<file path="config.mk">
export PLATFORM = sky130hd
export DESIGN_NAME = id_ex_stage_flat
export DESIGN_NICKNAME = d
export VERILOG_FILES = /design/src/rtl/mips_pkg.sv /design/src/rtl/id_ex_stage_if.sv /design/src/rtl/fwd_sel.sv /design/src/rtl/id_ex_stage.sv /design/src/flat_wrapper.sv
export SDC_FILE = /design/constraint.sdc
export NUM_CORES = 1
export LEC_CHECK = 0
export ABC_AREA = 1
export CORE_ASPECT_RATIO = 0.6
export CORE_UTILIZATION = 37
export CTS_BUF_LIST = sky130_fd_sc_hd__clkbuf_4 sky130_fd_sc_hd__clkbuf_8
export DETAILED_ROUTE_END_ITERATION = 6
export PLACE_DENSITY = 0.87
export SLEW_MARGIN = 20
export SYNTH_ARGS = -nofsm -noshare
export SYNTH_HDL_FRONTEND = slang
export SYNTH_HIERARCHICAL = 1
export SYNTH_SLANG_ARGS = --single-unit
</file>
<file path="constraint.sdc">
create_clock -name clk -period 7.7 [get_ports clk]
set_input_delay 1.54 -clock clk [delete_from_list [all_inputs] [get_ports clk]]
set_output_delay 1.54 -clock clk [all_outputs]
set_load 0.02 [all_outputs]
</file>
<file path="src/rtl/mips_pkg.sv">
// Shared definitions for the ID/EX stage: forwarding select codes, the zero
// register index and the packed control bundle carried through the stage register.
package mips_pkg;

  localparam logic [1:0] FWD_REG = 2'b00;
  localparam logic [1:0] FWD_WB  = 2'b01;
  localparam logic [1:0] FWD_MEM = 2'b10;

  localparam int REG_ZERO = 0;

  typedef struct packed {
    logic reg_write;
    logic mem_to_reg;
    logic mem_read;
    logic mem_write;
    logic alu_src;
  } ctrl_t;

endpackage

</file>
<file path="src/rtl/id_ex_stage_if.sv">
// Bundle of ID-side inputs, downstream write-back hints and registered EX outputs
// for the ID/EX stage; master drives the ID side, slave is the stage itself.
interface id_ex_stage_if #(
  parameter int DATA_W   = 32,
  parameter int REG_AW   = 5,
  parameter int ALUCTL_W = 3
);
  logic                flush_i;
  logic [DATA_W-1:0]   DataOne_ID, DataTwo_ID, Imm_ID;
  logic [REG_AW-1:0]   Rs_ID, Rt_ID, Rd_ID;
  logic                UsesRt_ID;
  logic                RegWrite_ID, MemtoReg_ID, MemRead_ID, MemWrite_ID, ALUSrc_ID, RegDst_ID;
  logic [ALUCTL_W-1:0] ALUControl_ID;
  logic                RegWrite_Mem;
  logic [REG_AW-1:0]   WriteReg_Mem;
  logic                RegWrite_Wb;
  logic [REG_AW-1:0]   WriteReg_Wb;
  logic [DATA_W-1:0]   WriteData_Reg;

  logic [DATA_W-1:0]   DataOne_Ex, DataTwo_Ex, Imm_Ex;
  logic [REG_AW-1:0]   WriteReg_Ex;
  logic                RegWrite_Ex, MemtoReg_Ex, MemRead_Ex, MemWrite_Ex, ALUSrc_Ex;
  logic [ALUCTL_W-1:0] ALUControl_Ex;
  logic [1:0]          FA, FB;
  logic                Valid_Ex;
  logic                stall_o;

  modport master (
    output flush_i, DataOne_ID, DataTwo_ID, Imm_ID, Rs_ID, Rt_ID, Rd_ID, UsesRt_ID,
           RegWrite_ID, MemtoReg_ID, MemRead_ID, MemWrite_ID, ALUSrc_ID, RegDst_ID,
           ALUControl_ID, RegWrite_Mem, WriteReg_Mem, RegWrite_Wb, WriteReg_Wb, WriteData_Reg,
    input  DataOne_Ex, DataTwo_Ex, Imm_Ex, WriteReg_Ex, RegWrite_Ex, MemtoReg_Ex,
           MemRead_Ex, MemWrite_Ex, ALUSrc_Ex, ALUControl_Ex, FA, FB, Valid_Ex, stall_o
  );

  modport slave (
    input  flush_i, DataOne_ID, DataTwo_ID, Imm_ID, Rs_ID, Rt_ID, Rd_ID, UsesRt_ID,
           RegWrite_ID, MemtoReg_ID, MemRead_ID, MemWrite_ID, ALUSrc_ID, RegDst_ID,
           ALUControl_ID, RegWrite_Mem, WriteReg_Mem, RegWrite_Wb, WriteReg_Wb, WriteData_Reg,
    output DataOne_Ex, DataTwo_Ex, Imm_Ex, WriteReg_Ex, RegWrite_Ex, MemtoReg_Ex,
           MemRead_Ex, MemWrite_Ex, ALUSrc_Ex, ALUControl_Ex, FA, FB, Valid_Ex, stall_o
  );
endinterface

</file>
<file path="src/rtl/fwd_sel.sv">
// Priority comparator producing one operand's forwarding select: the instruction
// now in EX (next in MEM) wins over the one now in EX/MEM (next in WB); $0 never forwards.
module fwd_sel
  import mips_pkg::*;
#(
  parameter int REG_AW = 5
) (
  input  logic [REG_AW-1:0] src,
  input  logic [REG_AW-1:0] ex_dest,
  input  logic              ex_write,
  input  logic [REG_AW-1:0] mem_dest,
  input  logic              mem_write,
  output logic [1:0]        sel
);
  localparam logic [REG_AW-1:0] ZERO = REG_AW'(REG_ZERO);

  always_comb begin
    sel = FWD_REG;
    if (src != ZERO) begin
      if (ex_write && (ex_dest == src))
        sel = FWD_MEM;
      else if (mem_write && (mem_dest == src))
        sel = FWD_WB;
    end
  end
endmodule

</file>
<file path="src/rtl/id_ex_stage.sv">
// ID/EX pipeline register with registered forwarding selects and load-use stall.
// Define ID_WB_BYPASS_EN to bypass the WB result into the operands on a same-cycle write/read.
module id_ex_stage
  import mips_pkg::*;
#(
  parameter int DATA_W   = 32,
  parameter int REG_AW   = 5,
  parameter int ALUCTL_W = 3
) (
  input logic         clk,
  input logic         rst,
  id_ex_stage_if.slave bus
);
  localparam logic [REG_AW-1:0] ZERO = REG_AW'(REG_ZERO);

  ctrl_t               ctrl_p0, ctrl_p1;
  logic [REG_AW-1:0]   dest_p0, dest_p1;
  logic [1:0]          fa_p0, fb_p0, fa_p1, fb_p1;
  logic [ALUCTL_W-1:0] alu_p1;
  logic [DATA_W-1:0]   op_a_p0, op_b_p0, op_a_p1, op_b_p1, imm_p1;
  logic                vld_p1;
  logic                stall, bubble;

  // ---- ID: decode destination, hazards and forwarding selects ----
  assign ctrl_p0 = '{reg_write:  bus.RegWrite_ID,
                     mem_to_reg: bus.MemtoReg_ID,
                     mem_read:   bus.MemRead_ID,
                     mem_write:  bus.MemWrite_ID,
                     alu_src:    bus.ALUSrc_ID};
  assign dest_p0 = bus.RegDst_ID ? bus.Rd_ID : bus.Rt_ID;

  assign stall  = vld_p1 & ctrl_p1.mem_read & (dest_p1 != ZERO) &
                  ((dest_p1 == bus.Rs_ID) | (bus.UsesRt_ID & (dest_p1 == bus.Rt_ID)));
  assign bubble = bus.flush_i | stall;

  fwd_sel #(.REG_AW(REG_AW)) u_fwd_rs (
    .src(bus.Rs_ID), .ex_dest(dest_p1), .ex_write(ctrl_p1.reg_write),
    .mem_dest(bus.WriteReg_Mem), .mem_write(bus.RegWrite_Mem), .sel(fa_p0)
  );
  fwd_sel #(.REG_AW(REG_AW)) u_fwd_rt (
    .src(bus.Rt_ID), .ex_dest(dest_p1), .ex_write(ctrl_p1.reg_write),
    .mem_dest(bus.WriteReg_Mem), .mem_write(bus.RegWrite_Mem), .sel(fb_p0)
  );

`ifdef ID_WB_BYPASS_EN
  logic wb_hit_a, wb_hit_b;
  assign wb_hit_a = bus.RegWrite_Wb & (bus.WriteReg_Wb != ZERO) & (bus.WriteReg_Wb == bus.Rs_ID);
  assign wb_hit_b = bus.RegWrite_Wb & (bus.WriteReg_Wb != ZERO) & (bus.WriteReg_Wb == bus.Rt_ID);
  assign op_a_p0  = wb_hit_a ? bus.WriteData_Reg : bus.DataOne_ID;
  assign op_b_p0  = wb_hit_b ? bus.WriteData_Reg : bus.DataTwo_ID;
`else
  // Register file writes in the first half-cycle, so read data is already current.
  logic unused_wb;
  assign unused_wb = ^{bus.WriteData_Reg, bus.RegWrite_Wb, bus.WriteReg_Wb};
  assign op_a_p0   = bus.DataOne_ID;
  assign op_b_p0   = bus.DataTwo_ID;
`endif

  // ---- ID -> EX boundary ----
  always_ff @(posedge clk or posedge rst) begin
    if (rst) begin
      ctrl_p1 <= '0;
      alu_p1  <= '0;
      dest_p1 <= '0;
      fa_p1   <= FWD_REG;
      fb_p1   <= FWD_REG;
      vld_p1  <= 1'b0;
    end else if (bubble) begin
      ctrl_p1 <= '0;
      alu_p1  <= '0;
      dest_p1 <= '0;
      fa_p1   <= FWD_REG;
      fb_p1   <= FWD_REG;
      vld_p1  <= 1'b0;
    end else begin
      ctrl_p1 <= ctrl_p0;
      alu_p1  <= bus.ALUControl_ID;
      dest_p1 <= dest_p0;
      fa_p1   <= fa_p0;
      fb_p1   <= fb_p0;
      vld_p1  <= 1'b1;
    end
  end

  always_ff @(posedge clk or posedge rst) begin
    if (rst) begin
      op_a_p1 <= '0;
      op_b_p1 <= '0;
      imm_p1  <= '0;
    end else begin
      op_a_p1 <= op_a_p0;
      op_b_p1 <= op_b_p0;
      imm_p1  <= bus.Imm_ID;
    end
  end

  assign bus.DataOne_Ex    = op_a_p1;
  assign bus.DataTwo_Ex    = op_b_p1;
  assign bus.Imm_Ex        = imm_p1;
  assign bus.WriteReg_Ex   = dest_p1;
  assign bus.RegWrite_Ex   = ctrl_p1.reg_write;
  assign bus.MemtoReg_Ex   = ctrl_p1.mem_to_reg;
  assign bus.MemRead_Ex    = ctrl_p1.mem_read;
  assign bus.MemWrite_Ex   = ctrl_p1.mem_write;
  assign bus.ALUSrc_Ex     = ctrl_p1.alu_src;
  assign bus.ALUControl_Ex = alu_p1;
  assign bus.FA            = fa_p1;
  assign bus.FB            = fb_p1;
  assign bus.Valid_Ex      = vld_p1;
  assign bus.stall_o       = stall;
endmodule

</file>
<file path="src/flat_wrapper.sv">
// flat-port wrapper written by rule: the top's interface ports become plain ports
module id_ex_stage_flat import mips_pkg::*;
#(
  parameter int DATA_W   = 32,
  parameter int REG_AW   = 5,
  parameter int ALUCTL_W = 3
)
  (clk, rst, bus_flush_i, bus_DataOne_ID, bus_DataTwo_ID, bus_Imm_ID, bus_Rs_ID, bus_Rt_ID, bus_Rd_ID, bus_UsesRt_ID, bus_RegWrite_ID, bus_MemtoReg_ID, bus_MemRead_ID, bus_MemWrite_ID, bus_ALUSrc_ID, bus_RegDst_ID, bus_ALUControl_ID, bus_RegWrite_Mem, bus_WriteReg_Mem, bus_RegWrite_Wb, bus_WriteReg_Wb, bus_WriteData_Reg, bus_DataOne_Ex, bus_DataTwo_Ex, bus_Imm_Ex, bus_WriteReg_Ex, bus_RegWrite_Ex, bus_MemtoReg_Ex, bus_MemRead_Ex, bus_MemWrite_Ex, bus_ALUSrc_Ex, bus_ALUControl_Ex, bus_FA, bus_FB, bus_Valid_Ex, bus_stall_o);
  id_ex_stage_if #(.DATA_W(DATA_W), .REG_AW(REG_AW), .ALUCTL_W(ALUCTL_W)) bus_i ();
  input logic clk;
  input logic rst;
  input wire logic [$bits(bus_i.flush_i)-1:0] bus_flush_i;
  input wire logic [$bits(bus_i.DataOne_ID)-1:0] bus_DataOne_ID;
  input wire logic [$bits(bus_i.DataTwo_ID)-1:0] bus_DataTwo_ID;
  input wire logic [$bits(bus_i.Imm_ID)-1:0] bus_Imm_ID;
  input wire logic [$bits(bus_i.Rs_ID)-1:0] bus_Rs_ID;
  input wire logic [$bits(bus_i.Rt_ID)-1:0] bus_Rt_ID;
  input wire logic [$bits(bus_i.Rd_ID)-1:0] bus_Rd_ID;
  input wire logic [$bits(bus_i.UsesRt_ID)-1:0] bus_UsesRt_ID;
  input wire logic [$bits(bus_i.RegWrite_ID)-1:0] bus_RegWrite_ID;
  input wire logic [$bits(bus_i.MemtoReg_ID)-1:0] bus_MemtoReg_ID;
  input wire logic [$bits(bus_i.MemRead_ID)-1:0] bus_MemRead_ID;
  input wire logic [$bits(bus_i.MemWrite_ID)-1:0] bus_MemWrite_ID;
  input wire logic [$bits(bus_i.ALUSrc_ID)-1:0] bus_ALUSrc_ID;
  input wire logic [$bits(bus_i.RegDst_ID)-1:0] bus_RegDst_ID;
  input wire logic [$bits(bus_i.ALUControl_ID)-1:0] bus_ALUControl_ID;
  input wire logic [$bits(bus_i.RegWrite_Mem)-1:0] bus_RegWrite_Mem;
  input wire logic [$bits(bus_i.WriteReg_Mem)-1:0] bus_WriteReg_Mem;
  input wire logic [$bits(bus_i.RegWrite_Wb)-1:0] bus_RegWrite_Wb;
  input wire logic [$bits(bus_i.WriteReg_Wb)-1:0] bus_WriteReg_Wb;
  input wire logic [$bits(bus_i.WriteData_Reg)-1:0] bus_WriteData_Reg;
  output wire logic [$bits(bus_i.DataOne_Ex)-1:0] bus_DataOne_Ex;
  output wire logic [$bits(bus_i.DataTwo_Ex)-1:0] bus_DataTwo_Ex;
  output wire logic [$bits(bus_i.Imm_Ex)-1:0] bus_Imm_Ex;
  output wire logic [$bits(bus_i.WriteReg_Ex)-1:0] bus_WriteReg_Ex;
  output wire logic [$bits(bus_i.RegWrite_Ex)-1:0] bus_RegWrite_Ex;
  output wire logic [$bits(bus_i.MemtoReg_Ex)-1:0] bus_MemtoReg_Ex;
  output wire logic [$bits(bus_i.MemRead_Ex)-1:0] bus_MemRead_Ex;
  output wire logic [$bits(bus_i.MemWrite_Ex)-1:0] bus_MemWrite_Ex;
  output wire logic [$bits(bus_i.ALUSrc_Ex)-1:0] bus_ALUSrc_Ex;
  output wire logic [$bits(bus_i.ALUControl_Ex)-1:0] bus_ALUControl_Ex;
  output wire logic [$bits(bus_i.FA)-1:0] bus_FA;
  output wire logic [$bits(bus_i.FB)-1:0] bus_FB;
  output wire logic [$bits(bus_i.Valid_Ex)-1:0] bus_Valid_Ex;
  output wire logic [$bits(bus_i.stall_o)-1:0] bus_stall_o;
  assign bus_i.flush_i = bus_flush_i;
  assign bus_i.DataOne_ID = bus_DataOne_ID;
  assign bus_i.DataTwo_ID = bus_DataTwo_ID;
  assign bus_i.Imm_ID = bus_Imm_ID;
  assign bus_i.Rs_ID = bus_Rs_ID;
  assign bus_i.Rt_ID = bus_Rt_ID;
  assign bus_i.Rd_ID = bus_Rd_ID;
  assign bus_i.UsesRt_ID = bus_UsesRt_ID;
  assign bus_i.RegWrite_ID = bus_RegWrite_ID;
  assign bus_i.MemtoReg_ID = bus_MemtoReg_ID;
  assign bus_i.MemRead_ID = bus_MemRead_ID;
  assign bus_i.MemWrite_ID = bus_MemWrite_ID;
  assign bus_i.ALUSrc_ID = bus_ALUSrc_ID;
  assign bus_i.RegDst_ID = bus_RegDst_ID;
  assign bus_i.ALUControl_ID = bus_ALUControl_ID;
  assign bus_i.RegWrite_Mem = bus_RegWrite_Mem;
  assign bus_i.WriteReg_Mem = bus_WriteReg_Mem;
  assign bus_i.RegWrite_Wb = bus_RegWrite_Wb;
  assign bus_i.WriteReg_Wb = bus_WriteReg_Wb;
  assign bus_i.WriteData_Reg = bus_WriteData_Reg;
  assign bus_DataOne_Ex = bus_i.DataOne_Ex;
  assign bus_DataTwo_Ex = bus_i.DataTwo_Ex;
  assign bus_Imm_Ex = bus_i.Imm_Ex;
  assign bus_WriteReg_Ex = bus_i.WriteReg_Ex;
  assign bus_RegWrite_Ex = bus_i.RegWrite_Ex;
  assign bus_MemtoReg_Ex = bus_i.MemtoReg_Ex;
  assign bus_MemRead_Ex = bus_i.MemRead_Ex;
  assign bus_MemWrite_Ex = bus_i.MemWrite_Ex;
  assign bus_ALUSrc_Ex = bus_i.ALUSrc_Ex;
  assign bus_ALUControl_Ex = bus_i.ALUControl_Ex;
  assign bus_FA = bus_i.FA;
  assign bus_FB = bus_i.FB;
  assign bus_Valid_Ex = bus_i.Valid_Ex;
  assign bus_stall_o = bus_i.stall_o;
  id_ex_stage #(.DATA_W(DATA_W), .REG_AW(REG_AW), .ALUCTL_W(ALUCTL_W)) u_core (.clk(clk), .rst(rst), .bus(bus_i));
endmodule
</file>
# Yosys cells after proc, flatten, opt, wreduce, memory -nomap -nowiden
# Index checks and enable logic that the tools add are counted.
[word_totals] reg_bits=114 inputBits=168 out_inout_bits=115 word_cells=43
[classes] n_eq_ne=4 mux=13 bitwise=6 n_reduce_logical=7
[ops] op="5-bit equality test" count=4
[ops] op="5-bit two-way mux" count=3
[ops] op="5-bit nonzero test" count=3
[ops] op="2-bit two-way mux" count=6
[ops] op="1-bit bitwise AND" count=4
[ops] op="1-bit logical AND" count=4
[ops] op="1-bit two-way mux" count=3
[ops] op="3-bit two-way mux" count=1
[ops] op="1-bit OR" count=2

# Longest topological paths before layout
# Gate-level depths: netlist of run 1.
[logic_depth] depth_word=6 mapped_depth=10 depth_no_buf=10

# By module
# The synthesis of run 1 kept the hierarchy.
[modules_own_cells] module="id_ex_stage" instances=1 cells_each=213 area_each_um2=3266.9 seq_area_each_um2=2852.7
[modules_own_cells] module="fwd_sel" instances=2 cells_each=58 area_each_um2=234.0 seq_area_each_um2=0.0

# Least setup slack after synthesis of run 1
# No wires, ideal clock.
[synth_timing] kind="input to output" from="input bus_Rt_ID[0]" to="output bus_stall_o" t_arrival_ps=2099 required_time_ps=6160 slack_ps=4061 stages=7 n_path_buf=0 cell_sequence="inv_1 > nor2_1 > nor2_1 > nand3_1 > nand2_1 > nand2_2 > inv_1"
[synth_between] elab_chain_cells=4
[synth_rtl] item="from (decl)" line="flat_wrapper.sv:17" text="input wire logic [$bits(bus_i.Rt_ID)-1:0] bus_Rt_ID;"
[synth_rtl] item="5-bit equality test" line="id_ex_stage.sv:33" text="((dest_p1 == bus.Rs_ID) | (bus.UsesRt_ID & (dest_p1 == bus.Rt_ID)));"
[synth_rtl] item="1-bit bitwise AND" line="id_ex_stage.sv:33"
[synth_rtl] item="1-bit OR" line="id_ex_stage.sv:33"
[synth_rtl] item="1-bit bitwise AND" line="id_ex_stage.sv:32" text="assign stall = vld_p1 & ctrl_p1.mem_read & (dest_p1 != ZERO) &"
[synth_rtl] item="to (decl)" line="flat_wrapper.sv:45" text="output wire logic [$bits(bus_i.stall_o)-1:0] bus_stall_o;"
# No other way between the ends.

# Final worst setup path of run 1
[layout_timing] from="input bus_Rt_ID[4]" to="output bus_stall_o"
# Same word-level chain as after synthesis.

==> results of run 1 <==
## layer usage
layer / part of all wire / track usage / up-vias
li1: - / - / 1486
met1: 0.36 / 0.237 / 1513
met2: 0.51 / 0.393 / 168
met3: 0.11 / 0.112 / 14
met4: 0.015 / 0.0919 / 0
met5: 0 / 0 / -
## stage by stage
step	hold WS, ns	instances	utilization
after floorplan	0.807	329	-
after global placement	0.784	702	0.667
after detailed placement	0.783	702	0.667
after CTS	0.787	733	0.713
after global routing	0.859	733	0.713
final	0.777	733	0.713
## kinds of logic after synthesis
kind of cell / count (synthesis) / share of synthesized area
flip-flops: 114 / 0.764
AND/OR/NAND/NOR: 147 / 0.161
buffers and inverters: 62 / 0.0643
AO/OA/AOI/OAI: 4 / 0.00536
XOR/XNOR: 1 / 0.00235
multiplexers: 1 / 0.00268
## area by class of cell
| cell class | count | area [sq um] | area share |
|---|---|---|---|
| Sequential cell | 114 | 2850 | 0.422 |
| Timing Repair Buffer | 245 | 2450 | 0.362 |
| Multi-Input combinational cell | 153 | 642 | 0.0949 |
| Clock buffer | 22 | 303 | 0.0448 |
| Inverter | 60 | 228 | 0.0337 |
| Tap cell | 130 | 163 | 0.0240 |
| Clock inverter | 9 | 128 | 0.0189 |
## layout by cell type (no fill, tap or decap), types with 2 or more instances in the layout
master and n:
nor3_2 2, clkinv_4 2, dfrtp_1 114, nor2_2 3, nor2_1 47, a21oi_1 4, clkbuf_8 22, nand3_1 7
nand2_1 81, inv_2 6, nand2_2 3, clkinv_2 4, clkdlybuf4s50_1 244, inv_1 53, nand4_1 3, bufinv_16 3
## power by group through the flow
stage / Combinational (mW) / Clock, mW / Sequential (mW)
2_1_floorplan: 0.0395 / 0 / 0.690
3_5_place_dp: 0.222 / 0 / 0.653
3_3_place_gp: 0.217 / 0 / 0.652
4_1_cts: 0.223 / 0.611 / 0.643
6_report: 0.221 / 0.595 / 0.642
5_1_grt: 0.237 / 0.641 / 0.645
## worst min-delay path: stages, from the launching register on
cell and delay [ns]:
dfrtp_1 0.40, nand2_1 0.08, nor2_1 0.04, nand2_1 0.10, nor3_2 0.05, inv_1 0.04, nor2_1 0.04
## state kept, by name, indices dropped and copies added, names as in the netlist, 2 cells and up
| register | count |
|---|---|
| u_core/bus.ALUControl_Ex | 3 |
| u_core/bus.DataOne_Ex | 32 |
| u_core/bus.DataTwo_Ex | 32 |
| u_core/bus.FA | 2 |
| u_core/bus.FB | 2 |
| u_core/bus.Imm_Ex | 32 |
| u_core/bus.WriteReg_Ex | 5 |
## worst max-delay path by stage
stage | start | end | cells after the start
global route | bus_Rt_ID[2] | bus_stall_o | 10
CTS | bus_Rt_ID[4] | bus_stall_o | 10
finish | bus_Rt_ID[4] | bus_stall_o | 10
floorplan | rst | u_core/bus.ALUControl_Ex[0] | 1
global placement | bus_Rt_ID[2] | bus_stall_o | 10
detailed placement | bus_Rt_ID[2] | bus_stall_o | 10
==> run_results.csv, run 1 <==
group,metric,value,unit
status,status,"completed",
critical_path,cpMostUsedCell,"nand2_1",
power,p_sw,0.349,mW
hold_path,min_to,"u_core/bus.FA[1]",
synth,yosys.area.top_type_share,0.764,
floorplan,num_rows,27,
synth,yosysWarnings,6,
final_layout,area_delta_synth_final,81.1,%
power,p_total,1.46,mW
synth,synth_cells,329,
final_layout,n_antenna_cell,0,
synth,synth-seq-area-share,0.764,
critical_path,worst_path_max_delay_cell,"clkdlybuf4s50_1",
critical_path,crit_type,"in -> out",
synth,synth_area_leaders,"dfrtp_1 76%, nand2_1 8.1%, inv_1 5.4%",
sta,tightestPinTransition,0.803,ns
cts,cts_tree,"yes",
drt,detail-route-antenna-nets,0,
drt,wirelength,11200,microns
synth,synth_flop_cell,"dfrtp_1",
placement,post-dp-hpwl,8500,microns
global_route,grt_max_degree,66,
global_route,grt_pass1_wl,17200,microns
power,pwr-share-clk,0.408,
sta,setup_tns,0,ns
sta,skew,0.0116,ns
cts,clock_sinks,114,
power,ir_drop,0.000151,V
critical_path,path_cells,"clkdlybuf4s50_1 -> inv_1 -> nand2_1 -> nand2_1 -> nor2_1 -> nand3_1 -> nand2_1 -> nand2_2 -> inv_1 -> clkdlybuf4s50_1",
drt,drcViolationCount,0,
flow_run,cap_violations,0,
critical_path,required,6.16,ns
drt,routedWlPerCell,15.3,microns
critical_path,crit_buf_inv,4,
power,leakage,3.15,nW
critical_path,crit_family,"buffers and inverters",
synth,ys_seq_elements,114,
cts,path_clk_slew,0.07,ns
hold_path,min_path_cells,6,
floorplan,die_area,10500,sq um
power,powerDensity,216,nW/um^2
critical_path,reg2reg_from,"u_core/bus.WriteReg_Ex[4]",
global_route,antenna_found_initial,0,
synth,yosysMostFrequentCell,"dfrtp_1",
sta,drv_slew,0,
critical_path,r2r_cells,9,
cts,cts_setup_buffers,0,
critical_path,critPathCaptureType,"primary output",
synth,avgSynthCellArea,11.4,sq um
power,seqPwrFrac,0.440,
sta,rsz0062_at_grt,"no",
power,switching_share,0.240,
final_layout,fillers,667,
final_layout,stdcell_area,6770,sq um
sta,fin_ws,2.76,ns
global_route,grtUsageTotal,0.226,
cts,clkLatencyLatePin,0.42,ns
sta,hold_viol,0,
sta,finalCritPeriodShare,0.642,
placement,finalWeightedCongestion,0.866,
hold_path,hp-class,"reg -> reg",
drt,vias,3181,
cts,hold_buffers,0,
final_layout,nNetsFinal,759,
cts,ctsResizeCount,0,
synth,synth_edf_count,0,
floorplan,design.core.area,9490,sq um
synth,ys_types,16,
cts,clockRootBuffer,"clkbuf_8",
synth,synthTopCellsByCount,"114 x dfrtp_1, 81 x nand2_1, 54 x inv_1",
floorplan,fp.dieW,132,microns
power,combPwrFrac,0.152,
cts,cts_buffers,17,
synth,async_flop_share,1.00,
cts,cts_max_path_buffers,2,
global_route,gr-total-overflow,0,
critical_path,rrSetupSlack,5.99,ns
power,p_int,1.11,mW
drt,via_per_inst,4.34,
sta,relSlewSlack,0.465,
placement,io_buffers,244,
synth,yosys.area.top_type,"dfrtp_1",
drt,dr.pass1.iters,4,
critical_path,startpoint_type,"input pin",
critical_path,worstPathMaxFanout,5,
critical_path,cpPeakStageDelay,0.61,ns
global_route,grt_pass1_vias,3398,
cts,cts-htree-levels,4,
critical_path,rr_endpoint,"u_core/bus.RegWrite_Ex",
sta,min_period,4.94,ns
placement,pre_cts_slack,2.80,ns
synth,synth_area,3730,sq um
floorplan,io_pins,283,
sta,setup_violations,0,
drt,drt_iter0_markers,163,
final_layout,drive_gt1_frac,0.0796,
hold_path,min_from,"u_core/bus.RegWrite_Ex",
placement,place_area,6330,sq um
synth,syn-num-nets,497,
floorplan,start_util,0.393,
sta,fmax,202,MHz
floorplan,die_y,79.8,microns
critical_path,arrival,3.40,ns
Note: power is estimated with default switching activity, not from simulation.
==> run 2: changes to the inputs <==
--- a/config.mk
+++ b/config.mk
@@ -7,10 +7,10 @@
 export LEC_CHECK = 0
 export ABC_AREA = 1
 export CORE_ASPECT_RATIO = 0.6
-export CORE_UTILIZATION = 37
+export CORE_UTILIZATION = 31
 export CTS_BUF_LIST = sky130_fd_sc_hd__clkbuf_4 sky130_fd_sc_hd__clkbuf_8
 export DETAILED_ROUTE_END_ITERATION = 6
-export PLACE_DENSITY = 0.87
+export PLACE_DENSITY = 0.78
 export SLEW_MARGIN = 20
 export SYNTH_ARGS = -nofsm -noshare
 export SYNTH_HDL_FRONTEND = slang
==> constraint.sdc (replaced) <==
create_clock -name clk -period 4.17 [get_ports clk]
set_input_delay 0.834 -clock clk [delete_from_list [all_inputs] [get_ports clk]]
set_output_delay 0.834 -clock clk [all_outputs]
set_load 0.02 [all_outputs]
==> run 2 against run 1 <==
Effect of this change: wire length decreased by 1.1%; final cell count increased by 4.1%; via count decreased by 1.5%; cell area increased by 0.50%.
==> run_results.csv, run 2 (synthesis results as in run 1) <==
group,metric,value,unit
status,status,"completed",
drt,dr.pass1.iters,6,
hold_path,hp-class,"reg -> reg",
cts,cts-htree-levels,4,
final_layout,nNetsFinal,759,
cts,clkLatencyLatePin,0.42,ns
cts,cts_tree,"yes",
power,p_int,1.98,mW
power,pwr-share-clk,0.403,
critical_path,required,3.34,ns
global_route,grt_max_degree,59,
final_layout,n_antenna_cell,0,
power,combPwrFrac,0.153,
floorplan,die_area,12500,sq um
placement,finalWeightedCongestion,0.873,
power,p_total,2.67,mW
sta,hold_viol,0,
global_route,grt_pass1_wl,16300,microns
final_layout,drive_gt1_frac,0.0796,
critical_path,arrival,2.72,ns
drt,drt_iter0_markers,189,
flow_run,cap_violations,0,
sta,setup_violations,0,
cts,clockRootBuffer,"clkbuf_8",
sta,skew,0.0211,ns
drt,routedWlPerCell,14.6,microns
floorplan,fp.dieW,144,microns
sta,fin_ws,0.612,ns
sta,drv_slew,0,
global_route,grtUsageTotal,0.181,
final_layout,layout_common_cells,"244 x clkdlybuf4s50_1, 114 x dfrtp_1, 81 x nand2_1, 53 x inv_1, 47 x nor2_1",
critical_path,startpoint_type,"input pin",
sta,tightestPinTransition,0.705,ns
final_layout,seq_area,2850,sq um
cts,clock_sinks,114,
final_layout,final_common_cell,"clkdlybuf4s50_1",
sta,relSlewSlack,0.530,
drt,drcViolationCount,0,
global_route,gr-total-overflow,0,
floorplan,die_y,87.0,microns
sta,fmax,281,MHz
sta,rsz0062_at_grt,"no",
sta,setup_tns,0,ns
power,ir_drop,0.000221,V
power,p_sw,0.692,mW
drt,via_per_inst,4.10,
global_route,antenna_found_initial,0,
floorplan,io_pins,283,
final_layout,fillers,961,
power,leakage,3.13,nW
placement,io_buffers,244,
power,seqPwrFrac,0.443,
final_layout,multi_input_area,642,sq um
sta,min_period,3.56,ns
cts,cts_setup_buffers,0,
floorplan,start_util,0.324,
sta,finalCritPeriodShare,0.853,
cts,cts_buffers,17,
power,powerDensity,393,nW/um^2
global_route,grt_pass1_vias,3230,
cts,ctsResizeCount,0,
floorplan,design.core.area,11500,sq um
power,switching_share,0.259,
cts,cts_max_path_buffers,2,
drt,detail-route-antenna-nets,0,
placement,pre_cts_slack,0.650,ns
cts,hold_buffers,0,
drt,vias,3132,
floorplan,num_rows,30,
critical_path,crit_type,"in -> out",
final_layout,area_delta_synth_final,82.0,%
critical_path,worstPathMaxFanout,6,
cts,path_clk_slew,0.08,ns
critical_path,critPathCaptureType,"primary output",
placement,post-dp-hpwl,8530,microns
drt,wirelength,11100,microns
## run 2: changes by cell type in the layout (fill, tap and decap cells not counted), sizes merged
cell,previous run,this run
inv,60,64
clkinv,6,5
clkinvlp,0,2
clkbuf,22,17
## run 2: layout make-up
type,instances,area share
sequential,114,0.420
clock inverter,14,0.0265
timing repair buffer,245,0.362
tap,160,0.0294
inverter,60,0.0335
clock buffer,17,0.0344
multi-input combinational,153,0.0944
## run 2: path summary, 6_finish.rpt
path                       cells past startpoint                       from                         to  slack (ns)
max                                           10               bus_Rt_ID[2]                bus_stall_o        0.61
min                                            6     u_core/bus.RegWrite_Ex           u_core/bus.FB[1]        0.81
max reg2reg                                    9  u_core/bus.WriteReg_Ex[4]     u_core/bus.MemtoReg_Ex        2.37
min reg2reg                                    6     u_core/bus.RegWrite_Ex           u_core/bus.FB[1]        0.81
max in group asynchronous                      3                        rst  u_core/bus.WriteReg_Ex[2]        2.53
min in group asynchronous                      2                        rst       u_core/bus.Imm_Ex[6]        0.89
## run 2: through the flow
| stage | hold slack [ns] | cells | instance area, sq um | util |
|---|---|---|---|---|
| floorplan | 0.807 | 329 | 3730 | - |
| global placement | 0.783 | 732 | 6380 | 0.554 |
| detailed placement | 0.788 | 732 | 6380 | 0.554 |
| CTS | 0.802 | 763 | 6800 | 0.590 |
| global route | 0.818 | 763 | 6800 | 0.590 |
| finish | 0.805 | 763 | 6800 | 0.590 |
## run 2: critical path, cell delays in order
cell and delay, ns:
clkdlybuf4s50_1 0.60, nand2_1 0.08, inv_1 0.06, nor2_1 0.04
nor2_1 0.15, nand3_1 0.14, nand2_1 0.11, nand2_2 0.07
inv_1 0.06, clkdlybuf4s50_1 0.60
## run 2: layer usage
metal / share of wire / global-route usage / up-vias
met4: 0.0052 / 0.0580 / 0
li1: - / - / 1484
met5: 0 / 0 / -
met2: 0.49 / 0.301 / 187
met1: 0.38 / 0.212 / 1453
met3: 0.13 / 0.0792 / 8
## run 2: power groups by stage
| stage | logic, mW | clock network, mW | registers, mW |
|---|---|---|---|
| floorplan | 0.0730 | 0 | 1.27 |
| global placement | 0.404 | 0 | 1.20 |
| global route | 0.440 | 1.16 | 1.19 |
| detailed placement | 0.412 | 0 | 1.21 |
| finish | 0.410 | 1.08 | 1.18 |
| CTS | 0.414 | 1.11 | 1.18 |
==> run 3: changes to the inputs <==
--- a/config.mk
+++ b/config.mk
@@ -10,7 +10,7 @@
 export CORE_UTILIZATION = 31
 export CTS_BUF_LIST = sky130_fd_sc_hd__clkbuf_4 sky130_fd_sc_hd__clkbuf_8
 export DETAILED_ROUTE_END_ITERATION = 6
-export PLACE_DENSITY = 0.78
+export PLACE_DENSITY = 0.81
 export SLEW_MARGIN = 20
 export SYNTH_ARGS = -nofsm -noshare
 export SYNTH_HDL_FRONTEND = slang
==> run 3 against run 2 <==
Effect of this change: via count is 0.42% lower; final cell count is 0.13% higher; worst setup slack better by 0.056 ns; sequential power hardly changed; utilization is 0.15 points higher; wire length is 4.9% lower; maximum frequency is 1.6% higher; critical endpoint unchanged.
==> run_results.csv, run 3 (synthesis results as in run 1) <==
group,metric,value,unit
cts,cts_setup_buffers,0,
cts,cts-htree-levels,4,
drt,top_layer,"met4",
critical_path,worstPathMaxFanout,6,
critical_path,required,3.34,ns
drt,vias,3119,
cts,path_clk_slew,0.07,ns
drt,drcViolationCount,0,
drt,routedWlPerCell,13.8,microns
cts,clockRootBuffer,"clkbuf_8",
drt,met3_length,1340,microns
sta,finalCritPeriodShare,0.840,
final_layout,drive_gt1_frac,0.0811,
floorplan,start_util,0.324,
critical_path,arrival,2.67,ns
final_layout,fin_cells,764,
floorplan,design.core.area,11500,sq um
placement,pre_cts_slack,0.674,ns
global_route,grt_max_degree,66,
power,ir_drop,0.000302,V
power,combPwrFrac,0.152,
global_route,gr-total-overflow,0,
critical_path,crit_type,"in -> out",
final_layout,final_common_cell,"clkdlybuf4s50_1",
drt,dr.pass1.iters,4,
cts,cts_buffers,17,
power,seqPwrFrac,0.439,
sta,fin_ws,0.668,ns
placement,dp_cells,732,
cts,cts_tree,"yes",
global_route,grtUsageTotal,0.173,
placement,post-dp-hpwl,8190,microns
final_layout,n_antenna_cell,0,
floorplan,die_area,12500,sq um
power,p_sw,0.701,mW
sta,tightestPinTransition,0.614,ns
sta,fmax,286,MHz
drt,detailroute.wirelength.met2,5040,microns
sta,skew,0.00323,ns
final_layout,fillers,929,
power,powerDensity,395,nW/um^2
drt,met1_length,4040,microns
sta,rsz0062_at_grt,"no",
global_route,antenna_found_initial,0,
critical_path,worstSetupStartpoint,"bus_Rt_ID[2]",
final_layout,area_delta_synth_final,82.5,%
cts,hold_buffers,0,
floorplan,die_y,87.0,microns
power,leakage,3.14,nW
sta,relSlewSlack,0.590,
power,pwr-share-clk,0.409,
global_route,grt_pass1_wl,16000,microns
flow_run,cap_violations,0,
sta,hold_viol,0,
final_layout,layout_common_cells,"244 x clkdlybuf4s50_1, 114 x dfrtp_1, 81 x nand2_1, 53 x inv_1, 47 x nor2_1",
floorplan,fp.dieW,144,microns
hold_path,hp-class,"reg -> reg",
global_route,grt_pass1_vias,3178,
hold_path,min_from,"u_core/bus.RegWrite_Ex",
sta,min_period,3.50,ns
critical_path,reg2reg_from,"u_core/bus.WriteReg_Ex[4]",
critical_path,startpoint_type,"input pin",
sta,setup_violations,0,
drt,drt_iter0_markers,200,
floorplan,io_pins,283,
power,switching_share,0.260,
placement,finalWeightedCongestion,0.872,
placement,io_buffers,244,
sta,setup_tns,0,ns
power,p_int,1.99,mW
drt,detail-route-antenna-nets,0,
cts,ctsResizeCount,0,
status,status,"completed",
drt,via_per_inst,4.08,
critical_path,critPathCaptureType,"primary output",
sta,drv_slew,0,
cts,clock_sinks,114,
cts,clkLatencyLatePin,0.41,ns
cts,cts_max_path_buffers,2,
final_layout,nNetsFinal,759,
drt,wirelength,10600,microns
floorplan,num_rows,30,
run 3: worst paths after layout:
check / endpoint / cells after the start / slack, ns
worst max-delay path: bus_stall_o / 10 / 0.67
worst min-delay path: u_core/bus.FA[1] / 6 / 0.78
worst max register to register: u_core/bus.FB[0] / 9 / 2.60
worst min register to register: u_core/bus.FA[1] / 6 / 0.78
max in group asynchronous: u_core/bus.WriteReg_Ex[3] / 3 / 2.55
min in group asynchronous: u_core/bus.Imm_Ex[3] / 2 / 0.84
run 3: power by group through the flow:
stage | Combinational, mW | Clock [mW] | Sequential, mW
3_3_place_gp | 0.406 | 0 | 1.20
4_1_cts | 0.415 | 1.14 | 1.18
6_report | 0.410 | 1.10 | 1.18
2_1_floorplan | 0.0730 | 0 | 1.27
5_1_grt | 0.440 | 1.19 | 1.19
3_5_place_dp | 0.412 | 0 | 1.20
run 3: worst max-delay path: stages:
cell and delay [ns]:
clkdlybuf4s50_1 0.58, nand2_1 0.09, inv_1 0.06, nor2_1 0.03, nor2_1 0.14, nand3_1 0.10, nand2_1 0.10, nand2_2 0.08
inv_1 0.05, clkdlybuf4s50_1 0.59
run 3: final cells by class:
class / instances / area, sq um / share of cell area
clock buffers: 17 / 234 / 0.0343
clock inverters: 15 / 198 / 0.0290
inverters: 60 / 228 / 0.0334
multi-input cells: 153 / 642 / 0.0942
flip-flops and latches: 114 / 2850 / 0.419
well taps: 160 / 200 / 0.0294
repair buffers: 245 / 2460 / 0.361
run 3: per-stage QoR:
stage | utilization | power [mW] | instance area, sq um | hold WS (ns)
2_1_floorplan | - | 1.35 | 3730 | 0.807
3_3_place_gp | 0.554 | 1.61 | 6380 | 0.777
3_5_place_dp | 0.554 | 1.62 | 6380 | 0.772
4_1_cts | 0.592 | 2.74 | 6820 | 0.777
5_1_grt | 0.592 | 2.82 | 6820 | 0.792
6_report | 0.592 | 2.69 | 6820 | 0.782
run 3: per-layer routing:
layer  global-route usage  vias to the layer above
met5                    0                        -
met4               0.0513                        0
met3               0.0984                       14
met2                0.270                      184
met1                0.204                     1434
li1                     -                     1487
